`src/rtl/spi_reg_pkg.sv`:
```
// Shared types and constants for the SPI register-access controller.
package spi_reg_pkg;

  localparam int ADDR_W     = 7;
  localparam int DATA_W     = 8;
  localparam int CMD_RD_BIT = 7;

  typedef enum logic [2:0] {
    IDLE,
    CMD,
    WR_DATA,
    RD_WAIT,
    RD_NEXT
  } spi_ctrl_state_t;

  // Register address increment; wraps 7'h7F -> 7'h00 by truncation.
  function automatic logic [ADDR_W-1:0] addr_inc(input logic [ADDR_W-1:0] a);
    return a + ADDR_W'(1);
  endfunction

endpackage

```
`src/rtl/cs_sync.sv`:
```
// Chip-select synchronizer with fall/rise edge detection.
// A frame already in progress when reset is released is ignored: falls are
// only accepted once CS has been seen high after reset.
module cs_sync (
  input  logic i_Clk,
  input  logic i_Rst_L,
  input  logic i_CS_n,
  output logic o_Fall,
  output logic o_Rise
);

  logic cs_p0;
  logic cs_p1;
  logic cs_p2;
  logic primed;
  logic armed;

  // Two-flop synchronizer (cs_p0, cs_p1), edge-detect register (cs_p2) and fall arming.
  always_ff @(posedge i_Clk or negedge i_Rst_L) begin
    if (!i_Rst_L) begin
      cs_p0  <= 1'b1;
      cs_p1  <= 1'b1;
      cs_p2  <= 1'b1;
      primed <= 1'b0;
      armed  <= 1'b0;
    end else begin
      cs_p0  <= i_CS_n;
      cs_p1  <= cs_p0;
      cs_p2  <= cs_p1;
      primed <= 1'b1;
      armed  <= armed | (primed & cs_p0);
    end
  end

  assign o_Fall = armed & cs_p2 & ~cs_p1;
  assign o_Rise = ~cs_p2 & cs_p1;

endmodule

```
`src/rtl/spi_slave_reg_ctrl.sv`:
```
// Command/address/data sequencer between the SPI_Slave byte interface and a
// single-cycle register bus. Bit 7 of the command byte selects read, bits 6:0
// give the start address; bursts auto-increment the address.
module spi_slave_reg_ctrl
  import spi_reg_pkg::*;
#(
  parameter logic [7:0] STATUS_BYTE = 8'hA5,
  parameter logic [7:0] ERR_BYTE    = 8'hEE,
  parameter int         RD_TIMEOUT  = 16
) (
  input  logic              i_Clk,
  input  logic              i_Rst_L,
  input  logic              i_SPI_CS_n,
  input  logic              i_RX_DV,
  input  logic [DATA_W-1:0] i_RX_Byte,
  output logic              o_TX_DV,
  output logic [DATA_W-1:0] o_TX_Byte,
  output logic [ADDR_W-1:0] o_Reg_Addr,
  output logic              o_Reg_Wr_En,
  output logic [DATA_W-1:0] o_Reg_Wr_Data,
  output logic              o_Reg_Rd_En,
  input  logic [DATA_W-1:0] i_Reg_Rd_Data,
  input  logic              i_Reg_Rd_Valid,
  output logic              o_Busy,
  output logic              o_Err
);

  localparam logic [7:0] TO_LAST = 8'(RD_TIMEOUT);

  logic cs_fall;
  logic cs_rise;

  spi_ctrl_state_t  state_q, state_d;
  logic [7:0]        cnt_q, cnt_d;
  logic              tx_dv_d;
  logic [DATA_W-1:0] tx_byte_d;
  logic [ADDR_W-1:0] addr_d;
  logic              wr_en_d;
  logic [DATA_W-1:0] wr_data_d;
  logic              rd_en_d;
  logic              err_d;

  cs_sync u_cs_sync (
    .i_Clk   (i_Clk),
    .i_Rst_L (i_Rst_L),
    .i_CS_n  (i_SPI_CS_n),
    .o_Fall  (cs_fall),
    .o_Rise  (cs_rise)
  );

  // State, read-wait counter and all registered outputs.
  always_ff @(posedge i_Clk or negedge i_Rst_L) begin
    if (!i_Rst_L) begin
      state_q       <= IDLE;
      cnt_q         <= 8'd0;
      o_TX_DV       <= 1'b0;
      o_TX_Byte     <= STATUS_BYTE;
      o_Reg_Addr    <= '0;
      o_Reg_Wr_En   <= 1'b0;
      o_Reg_Wr_Data <= '0;
      o_Reg_Rd_En   <= 1'b0;
      o_Busy        <= 1'b0;
      o_Err         <= 1'b0;
    end else begin
      state_q       <= state_d;
      cnt_q         <= cnt_d;
      o_TX_DV       <= tx_dv_d;
      o_TX_Byte     <= tx_byte_d;
      o_Reg_Addr    <= addr_d;
      o_Reg_Wr_En   <= wr_en_d;
      o_Reg_Wr_Data <= wr_data_d;
      o_Reg_Rd_En   <= rd_en_d;
      o_Busy        <= (state_d != IDLE);
      o_Err         <= err_d;
    end
  end

  // Next state and next output values; CS rise overrides everything, then CS fall.
  always_comb begin
    state_d   = state_q;
    cnt_d     = (cnt_q == TO_LAST) ? cnt_q : cnt_q + 8'd1;
    tx_dv_d   = 1'b0;
    tx_byte_d = o_TX_Byte;
    addr_d    = o_Reg_Wr_En ? addr_inc(o_Reg_Addr) : o_Reg_Addr;
    wr_en_d   = 1'b0;
    wr_data_d = o_Reg_Wr_Data;
    rd_en_d   = 1'b0;
    err_d     = o_Err;

    if (cs_rise) begin
      state_d = IDLE;
    end else if (cs_fall) begin
      err_d     = 1'b0;
      tx_dv_d   = 1'b1;
      tx_byte_d = STATUS_BYTE;
      state_d   = CMD;
    end else begin
      unique case (state_q)
        CMD: begin
          if (i_RX_DV) begin
            addr_d = i_RX_Byte[ADDR_W-1:0];
            if (i_RX_Byte[CMD_RD_BIT]) begin
              rd_en_d = 1'b1;
              cnt_d   = 8'd0;
              state_d = RD_WAIT;
            end else begin
              state_d = WR_DATA;
            end
          end
        end
        WR_DATA: begin
          if (i_RX_DV) begin
            wr_en_d   = 1'b1;
            wr_data_d = i_RX_Byte;
          end
        end
        RD_WAIT: begin
          if (i_Reg_Rd_Valid) begin
            tx_dv_d   = 1'b1;
            tx_byte_d = i_Reg_Rd_Data;
            state_d   = RD_NEXT;
          end else if (cnt_q == TO_LAST) begin
            tx_dv_d   = 1'b1;
            tx_byte_d = ERR_BYTE;
            err_d     = 1'b1;
            state_d   = RD_NEXT;
          end
          if (i_RX_DV) begin
            err_d = 1'b1;
          end
        end
        RD_NEXT: begin
          if (i_RX_DV) begin
            addr_d  = addr_inc(o_Reg_Addr);
            rd_en_d = 1'b1;
            cnt_d   = 8'd0;
            state_d = RD_WAIT;
          end
        end
        default: begin
          state_d = IDLE;
        end
      endcase
    end
  end

endmodule

```
`config.mk`:
```
export PLATFORM = sky130hd
export DESIGN_NAME = spi_slave_reg_ctrl
export DESIGN_NICKNAME = d
export VERILOG_FILES = /design/src/rtl/spi_reg_pkg.sv /design/src/rtl/cs_sync.sv /design/src/rtl/spi_slave_reg_ctrl.sv
export SDC_FILE = /design/constraint.sdc
export NUM_CORES = 1
export LEC_CHECK = 0
export CORE_MARGIN = 2
export CORE_UTILIZATION = 45
export CTS_BUF_LIST = sky130_fd_sc_hd__clkbuf_4 sky130_fd_sc_hd__clkbuf_8
export CTS_CLUSTER_SIZE = 12
export DETAILED_ROUTE_END_ITERATION = 12
export PLACE_DENSITY = 0.75
export SYNTH_ARGS = -nofsm -noshare
export SYNTH_HDL_FRONTEND = slang
export SYNTH_SLANG_ARGS = --single-unit
export TNS_END_PERCENT = 20
```
`constraint.sdc`:
```
create_clock -name i_Clk -period 1.8 [get_ports i_Clk]
set_clock_uncertainty 0.05 [all_clocks]
set_input_delay 0.18 -clock i_Clk [delete_from_list [all_inputs] [get_ports i_Clk]]
set_output_delay 0.18 -clock i_Clk [all_outputs]
set_load 0.05 [all_outputs]
```
# Word level (Yosys, flattened, before mapping)
# Index checks and enable logic that the tools add are counted.
dict set report word_totals {
  inputBits 21
  reg_bits 44
}
dict set report classes {
  eq_ne 6
  bitwise 9
  n_reduce_logical 7
  mux 44
  add_sub_neg 2
}
# cell count
set op_table {}
lappend op_table {{$mux W8} 10}
lappend op_table {{$mux W7} 5}
lappend op_table {{$mux W1} 19}
lappend op_table {{$mux W3} 6}
lappend op_table {{$pmux W8 S2} 1}
lappend op_table {{$pmux W7 S2} 1}
lappend op_table {{$pmux W3 S4} 1}
lappend op_table {{$reduce_bool A3 Y1} 3}
lappend op_table {{$add A8 B1 Y8 const B} 1}
lappend op_table {{$eq A8 B5 Y1 const B} 1}
lappend op_table {{$reduce_and A4 Y1} 2}
lappend op_table {{$add A7 B1 Y7 const B} 1}
lappend op_table {{$eq A3 B2 Y1 const B} 2}
lappend op_table {{$and A1 B1 Y1} 4}
lappend op_table {{$not A1 Y1} 4}
lappend op_table {{$eq A3 B1 Y1 const B} 1}
lappend op_table {{$eq A3 B3 Y1 const B} 1}
lappend op_table {{$ne A3 B2 Y1 const B} 1}
lappend op_table {{$reduce_and A3 Y1} 1}
lappend op_table {{$pmux W1 S2} 1}
lappend op_table {{$reduce_bool A2 Y1} 1}
lappend op_table {{$or A1 B1 Y1} 1}

# Depth between registers and ports, before layout
dict set report depth {
  ltp_word 7
  depth_mapped 7
}

# Cells and area by module
# From an unflattened synthesis, not the netlist that was laid out.
dict set report hier_totals {
  hier_cells 220
  area_unflattened_um2 2245.9
}
# module seq_area_each_um2 area_per_inst_um2 cells_per_inst n_inst
set modules_own_cells {}
lappend modules_own_cells {spi_slave_reg_ctrl 980.9 2090.8 211 1}
lappend modules_own_cells {cs_sync 128.9 155.1 9 1}

# Worst setup path after synthesis
# No wires, ideal clock.
dict set report synth_path {
  path_kind {register to register}
  start {reg o_Reg_Addr[0]}
  end {reg o_Reg_Addr[6]}
  arrival_time_ns 1.796
  stages_incl_launch_ff 7
  path_slack_ns -0.175
  synth_period_minus_slack_ns 1.975
  path_cell_list {dfrtp_1 -> ha_1 -> and3_1 -> nand3_1 -> o32a_1 -> nor3_1 -> o22ai_1}
}
dict set report synth_via {
  elab_chain_len 6
}
# element line
set synth_rtl {}
lappend synth_rtl {{start, declared} spi_slave_reg_ctrl.sv:18} ;# output logic [ADDR_W-1:0] o_Reg_Addr,
lappend synth_rtl {{start signal, assigned} spi_slave_reg_ctrl.sv:69} ;# o_Reg_Addr <= addr_d;
lappend synth_rtl {{$add A7 B1 Y7 (*)} spi_reg_pkg.sv:18} ;# return a + ADDR_W'(1);
lappend synth_rtl {{$mux W7} spi_slave_reg_ctrl.sv:84} ;# addr_d = o_Reg_Wr_En ? addr_inc(o_Reg_Addr) : o_Reg_Addr;
lappend synth_rtl {{$mux W7, on equally long branches} {spi_slave_reg_ctrl.sv:133, spi_slave_reg_ctrl.sv:100}}
lappend synth_rtl {{$pmux W7 S2} spi_slave_reg_ctrl.sv:98} ;# unique case (state_q)
lappend synth_rtl {{$mux W7} spi_slave_reg_ctrl.sv:92} ;# end else if (cs_fall) begin
lappend synth_rtl {{$mux W7 (*)} spi_slave_reg_ctrl.sv:90} ;# if (cs_rise) begin
lappend synth_rtl {{named net addr_d[6]} spi_slave_reg_ctrl.sv:37} ;# logic [ADDR_W-1:0] addr_d;
# The timed path passes the listed nets; every way through them passes the cells marked *.
# A chain may end at the register's enable or synchronous reset.

# Final worst setup path
dict set report layout_path {
  start {reg u_cs_sync.cs_p1}
  end {reg o_Reg_Wr_Data[4]}
}
dict set report layout_via {
  elab_chain_len 4
}
# element line
set layout_rtl {}
lappend layout_rtl {{start, declared} cs_sync.sv:13} ;# logic cs_p1;
lappend layout_rtl {{start signal, assigned} cs_sync.sv:28} ;# cs_p1 <= cs_p0;
lappend layout_rtl {{$not A1 Y1} cs_sync.sv:35} ;# assign o_Fall = armed & cs_p2 & ~cs_p1;
lappend layout_rtl {{$and A1 B1 Y1} cs_sync.sv:35}
lappend layout_rtl {{$not A1 Y1 (no line)} --}
lappend layout_rtl {{$reduce_and A4 Y1 (no line) (*)} --}
lappend layout_rtl {{end signal, assigned} spi_slave_reg_ctrl.sv:71} ;# o_Reg_Wr_Data <= wr_data_d;
lappend layout_rtl {{end, declared} spi_slave_reg_ctrl.sv:20} ;# output logic [DATA_W-1:0] o_Reg_Wr_Data,
# Every way passes the cells marked *; elsewhere a longest branch is shown, timed or not.

==> flow_summary.ini <==
[final_layout]
post_layout_nonfiller_instances = 352
final_area_um2 = 3060
antenna_cells = 0
utilization_pct = 64.7
drive_gt1_share_pct = 27.4
fillCellCount = 380
fin_nets = 308
area_growth_pct = 39.0

[detailed_routing]
vias = 1874
drt_first_pass_iters = 4
postRouteAntennaNets = 0
route.final.wire_length_mm = 5.26
avgViaCountPerCell = 5.32
drtIter0Drc = 75
drc = 0
routedWlPerCell_um = 14.9

[yosys]
synthesis.nets = 239
yosys.area.top_type = dfrtp_1
syn_area_um2 = 2200
synthTopCellsByCount = dfrtp_1, nor2_1, nand2_1
synth_area_leaders = dfrtp_1, dfstp_2, mux2_4, nor2_1, a21oi_1
yosysUniqueCellTypes = 50
synthArstFlopShare_pct = 100
synth_edf_count = 0
syn_inst = 215
ys.flop_type = dfrtp_1
synth.top_cell.area_share_pct = 42.1
synth-seq-cells = 44
yosys_warnings = 0
synth.most_common_cell = dfrtp_1
ys_seq_area_share_pct = 50.5
syn_area_per_cell_um2 = 10.2

[sta]
maxSlewHeadroom_pct = 66.7
setup_viol_count_final = 0
period_minus_slack_ns = 1.78
fmaxAchievable_mhz = 561
max_slew.worst_pin.slew_ns = 0.498
whs_ns = 0.238
finalHoldViolations = 0
report.final.slew_viol_count = 0
rsz0062_at_grt = yes
period_share_pct = 99.1

[critical_path]
startpoint_type = register
cp_top_family = simple AND/OR/NAND/NOR gates
worstSetupPathType = register to register
cpPeakStageDelay_ns = 0.54
crit_chain = nand3b_4, nand3_4, or4_4, mux2_4
r2r_slack_ns = 0.02
slowest_stage = dfstp_2
arrival_ns = 1.91
cp.required_ns = 1.93
path_buf_inv = 0
crit_fanout = 9
end_kind = register

[run_status]
outcome = finished, final reports clean

[placement]
dpl.hpwl_mm = 3.87
postPlaceCellArea_um2 = 2840
numPortBuffers = 48
gp_congestion = 0.834
dp_cells = 342

[global_routing]
use_met3_pct = 4.66
grt_util_all_layers_pct = 20.3
grt_pass1_wl_mm = 8.47
met2_usage_pct = 32.5
top_usage_layer = met2
grt_pass1_vias = 1742
overflow = 0
antenna_found_initial = 0
use_met1_pct = 28.0
grt_max_degree = 21

[power_and_ir_drop]
vdd_ir_drop_max_mv = 0.685
leakagePower_uw = 0.00134
power_density_nw_per_um2 = 1330
p_total_uw = 4070

[cts]
clock_latency_ns = 0.29
cts_root_buf = clkbuf_8
clock_sinks = 44
path_clk_slew_ns = 0.08
ctsLongestPathBuffers = 2
cts_buffers = 5
cts_tree = built
cts_max_level = 2

[floorplanning]
pin_count = 49
start_util_pct = 46.5
die-area_um2 = 5460
die_x_um = 73.9
rows = 25
die_h_um = 73.9
core_area_um2 = 4720

[run]
maxCapViolCount = 0

[hold_path]
min_path_type = input pin to register
-- layout by cell type (no fill, tap or decap), types with 5 or more instances in the layout --
cell	instances
o21ai_0	11
nand3_1	12
xor2_1	7
mux2_4	8
dfrtp_1	34
a21oi_1	12
buf_4	31
clkdlybuf4s50_1	37
nor2_1	25
nor3_1	7
inv_1	5
clkbuf_8	5
dfstp_2	7
xnor2_1	8
nand2_1	17
-- flip-flops by register name (all words and copies together), names as in the netlist --
name              flops
cnt_q                 8
o_Reg_Wr_Data         8
o_TX_Byte             8
o_Reg_Addr            7
state_q               3
o_Busy                1
o_Err                 1
o_Reg_Rd_En           1
o_Reg_Wr_En           1
o_TX_DV               1
u_cs_sync.armed       1
u_cs_sync.cs_p0       1
u_cs_sync.cs_p1       1
u_cs_sync.cs_p2       1
u_cs_sync.primed      1
-- power by group --
part | switching [uW] | total, uW | internal (uW)
Sequential | 241 | 1490 | 1250
Clock | 321 | 766 | 446
Combinational | 1060 | 1810 | 747
-- path summary, 6_finish.rpt --
kind,endpoint,startpoint,depth (start not counted)
max,o_Reg_Wr_Data[4],u_cs_sync.cs_p1,4
min,u_cs_sync.cs_p0,i_SPI_CS_n,1
max reg2reg,o_Reg_Wr_Data[4],u_cs_sync.cs_p1,4
min reg2reg,u_cs_sync.cs_p1,u_cs_sync.cs_p0,0
max in group asynchronous,o_TX_Byte[2],i_Rst_L,3
min in group asynchronous,o_Reg_Wr_Data[5],i_Rst_L,2
-- metrics by stage --
stage	setup slack (ns)	TNS, ns
floorplan	-0.0992	-0.804
global placement	-0.0143	-0.111
detailed placement	-0.0414	-0.317
CTS	0.00577	0
global route	-0.0209	-0.0866
finish	0.0161	0
-- logic make-up after synthesis --
| kind of cell | synth area share, % |
|---|---|
| fa+ha+maj | 1.71 |
| other cells | 0.171 |
| flops | 50.5 |
| compound gates | 13.8 |
| buf+inv | 3.30 |
| xor+xnor | 5.98 |
| mux | 5.92 |
| simple gates | 18.6 |
-- routing by layer --
| metal | vias to the layer above | wire length [um] |
|---|---|---|
| met5 | - | 0 |
| met4 | 0 | 80 |
| met3 | 12 | 241 |
| met2 | 61 | 2550 |
| met1 | 906 | 2390 |
| li1 | 895 | - |
-- repair_timing --
| item | 4_1_cts | 5_1_grt |
|---|---|---|
| endpoints found under the hold margin | 11 | 0 |
| hold buffers | 1 | 0 |
| gates resized for setup | 3 | 15 |
| pin swaps | 0 | 3 |
| endpoints found under the setup margin | 12 | 21 |
| buffers inserted | 0 | 1 |
-- layout make-up --
cell class / count / area, um2 / area share (%)
sequential: 44 / 1110 / 36.4
tap: 67 / 83.8 / 2.74
multi-input combinational: 156 / 1090 / 35.8
timing repair buffer: 71 / 629 / 20.6
inverter: 6 / 22.5 / 0.737
clock buffer: 7 / 83.8 / 2.74
clock inverter: 1 / 30.0 / 0.982
Power figures use the tool's default switching activity.
